`config.mk`:
```
export PLATFORM = sky130hd
export DESIGN_NAME = bus_dev_fifo
export DESIGN_NICKNAME = d
export VERILOG_FILES = /design/src/rtl/bus_dev_fifo.sv
export SDC_FILE = /design/constraint.sdc
export NUM_CORES = 1
export LEC_CHECK = 0
export BUFFER_PORTS_ARGS = -buffer_cell sky130_fd_sc_hd__buf_2
export CAP_MARGIN = 40
export CORE_MARGIN = 8
export CORE_UTILIZATION = 60
export DETAILED_ROUTE_END_ITERATION = 10
export MAX_ROUTING_LAYER = met4
export PLACE_DENSITY = 0.78
export RECOVER_POWER = 25
export SLEW_MARGIN = 30
export SYNTH_ARGS = -nofsm -noshare
export SYNTH_HDL_FRONTEND = slang
export SYNTH_SLANG_ARGS = --single-unit
```
`constraint.sdc`:
```
create_clock -name clk -period 5.06 [get_ports clk]
set_input_delay 0.506 -clock clk [delete_from_list [all_inputs] [get_ports clk]]
set_output_delay 0.506 -clock clk [all_outputs]
set_load 0.01 [all_outputs]
```
`src/rtl/bus_dev_fifo.sv`:
```
// bus_dev_fifo: per-device transmit FIFO feeding the bus arbiter.
// The write side is driven by the device agent, and the read side is show-ahead.
// All status outputs and the head-of-queue data are registered and are computed
// from the next-state count and pointers. No input has a combinational path to any output.
module bus_dev_fifo #(
    parameter int pckg_sz = 32,
    parameter int depth   = 16,
    parameter int af_lvl  = 14
) (
    input  logic                     clk,
    input  logic                     reset,
    input  logic                     push,
    input  logic [pckg_sz-1:0]       D_push,
    input  logic                     pop,
    input  logic                     clr_flags,
    output logic [pckg_sz-1:0]       D_pop,
    output logic                     pndng,
    output logic                     full,
    output logic                     almost_full,
    output logic [$clog2(depth):0]   count,
    output logic                     overflow,
    output logic                     underflow
);

    localparam int AW = $clog2(depth);
    localparam int CW = AW + 1;
    localparam logic [CW-1:0] DEPTH_C = CW'(depth);
    localparam logic [CW-1:0] AF_C    = CW'(af_lvl);
    localparam logic [CW-1:0] ONE_C   = CW'(1);
    localparam logic [AW-1:0] PTR_ONE = AW'(1);

    if (depth < 2 || (depth & (depth - 1)) != 0) begin : g_bad_depth
        $error("bus_dev_fifo: depth must be a power of two >= 2");
    end
    if (af_lvl < 1 || af_lvl > depth) begin : g_bad_af_lvl
        $error("bus_dev_fifo: af_lvl must lie in 1..depth");
    end
    if (pckg_sz < 9) begin : g_bad_pckg_sz
        $error("bus_dev_fifo: pckg_sz must be >= 9");
    end

    logic [pckg_sz-1:0] r_mem [depth];
    logic [AW-1:0]      r_wr_ptr;
    logic [AW-1:0]      r_rd_ptr;
    logic [CW-1:0]      r_count;
    logic [pckg_sz-1:0] r_d_pop;
    logic               r_pndng;
    logic               r_full;
    logic               r_almost_full;
    logic               r_overflow;
    logic               r_underflow;

    logic               w_empty;
    logic               w_is_full;
    logic               w_do_pop;
    logic               w_do_push;
    logic               w_ovf_event;
    logic               w_unf_event;
    logic [CW-1:0]      w_next_count;
    logic [AW-1:0]      w_next_rd_ptr;
    logic [pckg_sz-1:0] w_next_head;

    assign w_empty   = (r_count == '0);
    assign w_is_full = (r_count == DEPTH_C);

    // A pop is honoured only when data is present. A push to a full queue
    // is honoured only if a pop frees the slot on the same edge.
    assign w_do_pop    = pop & ~w_empty;
    assign w_do_push   = push & (~w_is_full | w_do_pop);
    assign w_ovf_event = push & w_is_full & ~pop;
    assign w_unf_event = pop & w_empty;

    assign w_next_rd_ptr = w_do_pop ? r_rd_ptr + PTR_ONE : r_rd_ptr;

    // Next occupancy: a simultaneous accepted push and pop cancel each other out.
    // NOTE: every signal in always_comb gets a default first, so no latch is inferred.
    always_comb begin
        w_next_count = r_count;
        if (w_do_push && !w_do_pop) begin
            w_next_count = r_count + ONE_C;
        end else if (w_do_pop && !w_do_push) begin
            w_next_count = r_count - ONE_C;
        end
    end

    // If the packet written on this edge will be the only entry, it is not yet in
    // r_mem, so it bypasses the array straight into the head register.
    assign w_next_head = (w_do_push && w_next_count == ONE_C) ? D_push : r_mem[w_next_rd_ptr];

    // Packet storage write port.
    // NOTE: the array has no reset. Stale contents are never visible because D_pop is masked by count.
    always_ff @(posedge clk) begin
        if (w_do_push) begin
            r_mem[r_wr_ptr] <= D_push;
        end
    end

    // Pointers, occupancy, registered status/head outputs and sticky error flags.
    // NOTE: sequential state uses non-blocking assignments only, so every register samples pre-edge values.
    always_ff @(posedge clk or posedge reset) begin
        if (reset) begin
            r_wr_ptr      <= '0;
            r_rd_ptr      <= '0;
            r_count       <= '0;
            r_d_pop       <= '0;
            r_pndng       <= 1'b0;
            r_full        <= 1'b0;
            r_almost_full <= 1'b0;
            r_overflow    <= 1'b0;
            r_underflow   <= 1'b0;
        end else begin
            if (w_do_push) begin
                r_wr_ptr <= r_wr_ptr + PTR_ONE;
            end
            r_rd_ptr      <= w_next_rd_ptr;
            r_count       <= w_next_count;
            r_pndng       <= (w_next_count != '0);
            r_full        <= (w_next_count == DEPTH_C);
            r_almost_full <= (w_next_count >= AF_C);
            r_d_pop       <= (w_next_count != '0) ? w_next_head : '0;
            // A new event on the same edge as clr_flags sets the flag.
            r_overflow    <= w_ovf_event | (r_overflow & ~clr_flags);
            r_underflow   <= w_unf_event | (r_underflow & ~clr_flags);
        end
    end

    assign D_pop       = r_d_pop;
    assign pndng       = r_pndng;
    assign full        = r_full;
    assign almost_full = r_almost_full;
    assign count       = r_count;
    assign overflow    = r_overflow;
    assign underflow   = r_underflow;

endmodule

```
Yosys cells after proc, flatten, opt, wreduce, memory -nomap -nowiden
Memories as Yosys holds them, arrays and structs flattened. Cells that the tools add are included.

Input bits: 37. Flip-flop bits (word level): 50. Memories kept: 1. RAM bits: 512. Output and inout port bits: 42. Logic and storage cells: 46.

Magnitude comparators: 1. Muxes and demuxes: 7. Bitwise operators: 14. Add/sub/neg operators: 4. Eq/ne operators: 3. Reductions and logical operators: 7.

Memory list: r_mem (words 16, width 32, read ports 1, clocked after memory_dff 0, write ports 1, line 42) `logic [pckg_sz-1:0] r_mem [depth];`.

Operators with widths (number): $mux W32 (2); $eq A5 B5 Y1 const B (2); $mux W5 (2); $add A4 B1 Y4 const B (2); $and A1 B1 Y1 (7); $add A5 B1 Y5 const B (1); $eq A5 B1 Y1 const B (1); $ge A5 B4 Y1 const B (1); $logic_not A5 Y1 (1); $reduce_bool A5 Y1 (1); $sub A5 B1 Y5 const B (1); $mux W4 (1); $not A1 Y1 (4); $logic_and A1 B1 Y1 (3); $or A1 B1 Y1 (3); $logic_not A1 Y1 (2); $mux W1 (2).

Depth between registers and ports, before layout
Word-level depth: 13. Mapped depth: 11. Mapped depth without buffers: 8.

Worst setup path after synthesis
No wires, ideal clock.

Kind: register to register. Start: register r_count[0] (netlist: count[0]). End: memory r_mem[3][0] (enable). Cell stages (with the launch flop): 7. Data required time: 4.599 ns. Buffers on the path: 0. Slack: 0.683 ns. Arrival: 3.916 ns. Library setup time: 0.461 ns. Period minus slack after synthesis: 4.377 ns. Cells stage by stage: dfrtp_1 > inv_1 > ha_1 > nor3b_2 > a31oi_1 > nand2_1 > nor3_1.

Cells in the longest elaborated chain, start to end: 7. Elaborated cells on any way between the ends: 9. Classes of those cells: eq/ne (1); mux (2); bitwise (5); reduce/logical (1).

RTL lines: start, declared (line 45) `logic [CW-1:0] r_count;`; start signal, assigned (line 116) `r_count <= w_next_count;`; $logic_not A5 Y1 (line 63) `assign w_empty = (r_count == '0);`; $not A1 Y1 (line 68) `assign w_do_pop = pop & ~w_empty;`; $and A1 B1 Y1 (line 68); $or A1 B1 Y1 (*) (line 69) `assign w_do_push = push & (~w_is_full | w_do_pop);`; $and A1 B1 Y1 (*) (line 69); $mux W1 (*) (line 93) `if (w_do_push) begin`; $mux W1 (implied by the code) (*) (line 94) `r_mem[r_wr_ptr] <= D_push;`; end, declared (line 42).

Mark *: on every way between the ends. The rest lies on a longest branch, timed or not.

Worst setup path after layout
Start: register r_count[0] (netlist: count[0]). End: memory r_mem[5][7] (enable).

Same word-level chain as after synthesis.

==> run metrics <==
status finished clean; n_diodes 0; Core Region 0.04298 mm^2; post-synthesis cell count 1381; Avg Inst Size Synth 18.87 um^2; Layout Utilization 68.13%; Rel. slew slack 42.70%; hpwl dp 36.94 mm; Synth area leaders edfxtp_1 59%, mux4_2 22%, dfrtp_1 4.8%, a211oi_2 1.6%, a32o_1 1.2%; RSZ-0062 raised after global routing false; Die ar. 0.05036 mm^2; fin crit share 72.11%; MaxCap Viol Count 0; Synth Cell Area 0.02606 mm^2; syn_nets 1425; final hold vios 0; share of post-route cells with drive strength above 1 34.91%; Clock Skew 12.95 ps; clock root buffer clkbuf_16; drt via density 7.283; critical path type reg -> reg; Routed WL 65.29 mm; initial antenna violation count 0; die span in x 224.4 um; Seq/Total Area, Yosys 63.80%; DRC 0; worst-skew pair later-pin latency 610 ps; Port-buffer cells 78; Setup Total Neg Slack 0 ps; Clock Pin Slew Worst Setup and Hold Paths 60 ps; most used standard cell by instance count after synthesis edfxtp_1; Hold WS 106.2 ps; Worst Path Arrival 3930 ps; GRT Total Usage 26.76%; pins over their slew limit 0; TritonRoute pass-1 iters 5; global-route wire length before repair 97.79 mm; # IOs 79; filler instances 2713; crit path capture type flip-flop; Rows 76; dominant cell type by area after synthesis edfxtp_1; final worst slack 1411 ps; Yosys top cell area share 59.00%; H-tree depth 2; CTS tree built; Yosys Warn Count 0; WL/cell 31.25 um; # setup viols final 0; Most used DFF post-synth edfxtp_1; largest net degree at the start of global routing 139; Leak 9.368 nW; worst slack at placement 1164 ps; CTS Sinks 562; Post-Layout Cell Count 2089; clk buf depth 3; Hold/Removal Path Class in -> reg; cell area power density 625.5 mW/mm^2; Max Clk Rate 0.2741 GHz; DIE HEIGHT 224.4 um; Syn-to-layout area delta 12.37%; crit path from count[0]; dpl cells 1979; number of synthesized flops with an enable pin 512; Worst Tran Pin Value 855.5 ps; worst vdd ir 0.4345 mV; initial core utilization 60.63%; post-synthesis cell type count 51; Hold Crit Start clr_flags; routed via count 15210; async set-reset flop share out of synthesis 8.897%; GRT Residual Overflow 0; Post-DRT Antenna Nets 0; number of global-route vias before repair 15700; critical path launch point type flip-flop; worst-path maximum fanout 19; top cells by count, synth 512 x edfxtp_1, 256 x mux4_2, 80 x nand2_1; number of DRC markers in iteration 0 1765; WP data required 5340 ps; min cycle time layout 3649 ps; flops & latches, synth 562; Num CTS Buffers 57; routability congestion estimate 0.7938; Nets 1500; post-CTS sizing 0; RR Startpoint count[0]
kinds of logic (layout without fill, tap and decap cells):
logic type,after synthesis,after routing,synth area share (%)
buffers and inverters,131,254,2.463
xor gates and xnor gates,9,9,0.3025
DFF,562,562,63.80
muxes,256,256,22.12
adders and majority gates,7,7,0.3361
AOI/OAI and AO/OA,219,219,7.000
and+or+nand+nor,197,197,3.975
critical path, stage by stage, from the launching register on:
cell,delay (ps)
dfrtp_1,470
inv_1,120
ha_1,260
nor3b_2,220
a31oi_1,690
nand2_1,410
nor2_4,720
buf_4,430
metal layers:
metal,part of all wire (%),track usage (%),vias to the layer above
li1,-,-,6078
met3,11,5.653,160
met1,36,34.00,7978
met5,0,-,-
met2,50,42.58,998
met4,3.5,10.28,0
placed cells by master, fill, tap and decap left out, types with 8 or more instances in the layout:
cell,n
edfxtp_1,512
mux4_2,256
nand2_1,79
clkbuf_16,59
buf_2,59
dfrtp_1,46
buf_4,39
clkbuf_1,37
and3_1,35
a211oi_1,35
o22ai_1,34
and2_1,33
a21oi_1,33
a41oi_1,32
a32o_1,32
a211oi_2,31
nor2_4,13
inv_1,11
clkinv_2,10
buf_12,10
xnor2_1,8
area by class of cell:
cell class                 instances  area, um^2  share of cell area [%]
sequential                       562       16640                   56.82
timing repair buffer             134        1002                   3.422
tap                              585       732.0                   2.500
inverter                          13       51.30                  0.1752
clock buffer                      83        1627                   5.555
multi-input combinational        688        8981                   30.67
clock inverter                    24       251.5                  0.8588
final timing paths:
path	to	cells past startpoint	slack, ps
max in group asynchronous	r_rd_ptr[0]	5	3950
min in group asynchronous	D_pop[26]	4	510
min reg2reg	underflow	2	540
max	r_mem[5][7]	7	1410
min	overflow	2	110
max reg2reg	r_mem[5][7]	7	1410
sequential cells by signal (all words and copies together) (netlist names):
register     cells
underflow        1
overflow         1
pndng            1
r_mem          512
D_pop           32
r_wr_ptr         4
full             1
almost_full      1
r_rd_ptr         4
count            5
power by group:
part           internal (mW)  leakage [nW]  switching [mW]
registers               5.72          5.20           0.486
logic                   3.93          3.25            3.96
clock network           2.48         0.918            1.74
total                   12.1          9.37            6.19
stage by stage:
stage               power (mW)  area (um^2)
floorplan                11.99        26060
global placement         13.90        27240
detailed placement       14.13        27370
CTS                      18.35        29260
global route             19.05        29280
finish                   18.32        29280
repair_timing:
action / CTS / global route
hold endpoints to repair: 18 / 0
endpoints found under the setup margin: 0 / 0
setup buffers: 0 / 0
hold buffers: 1 / 0
No activity file was read; power rests on OpenSTA's default activity.
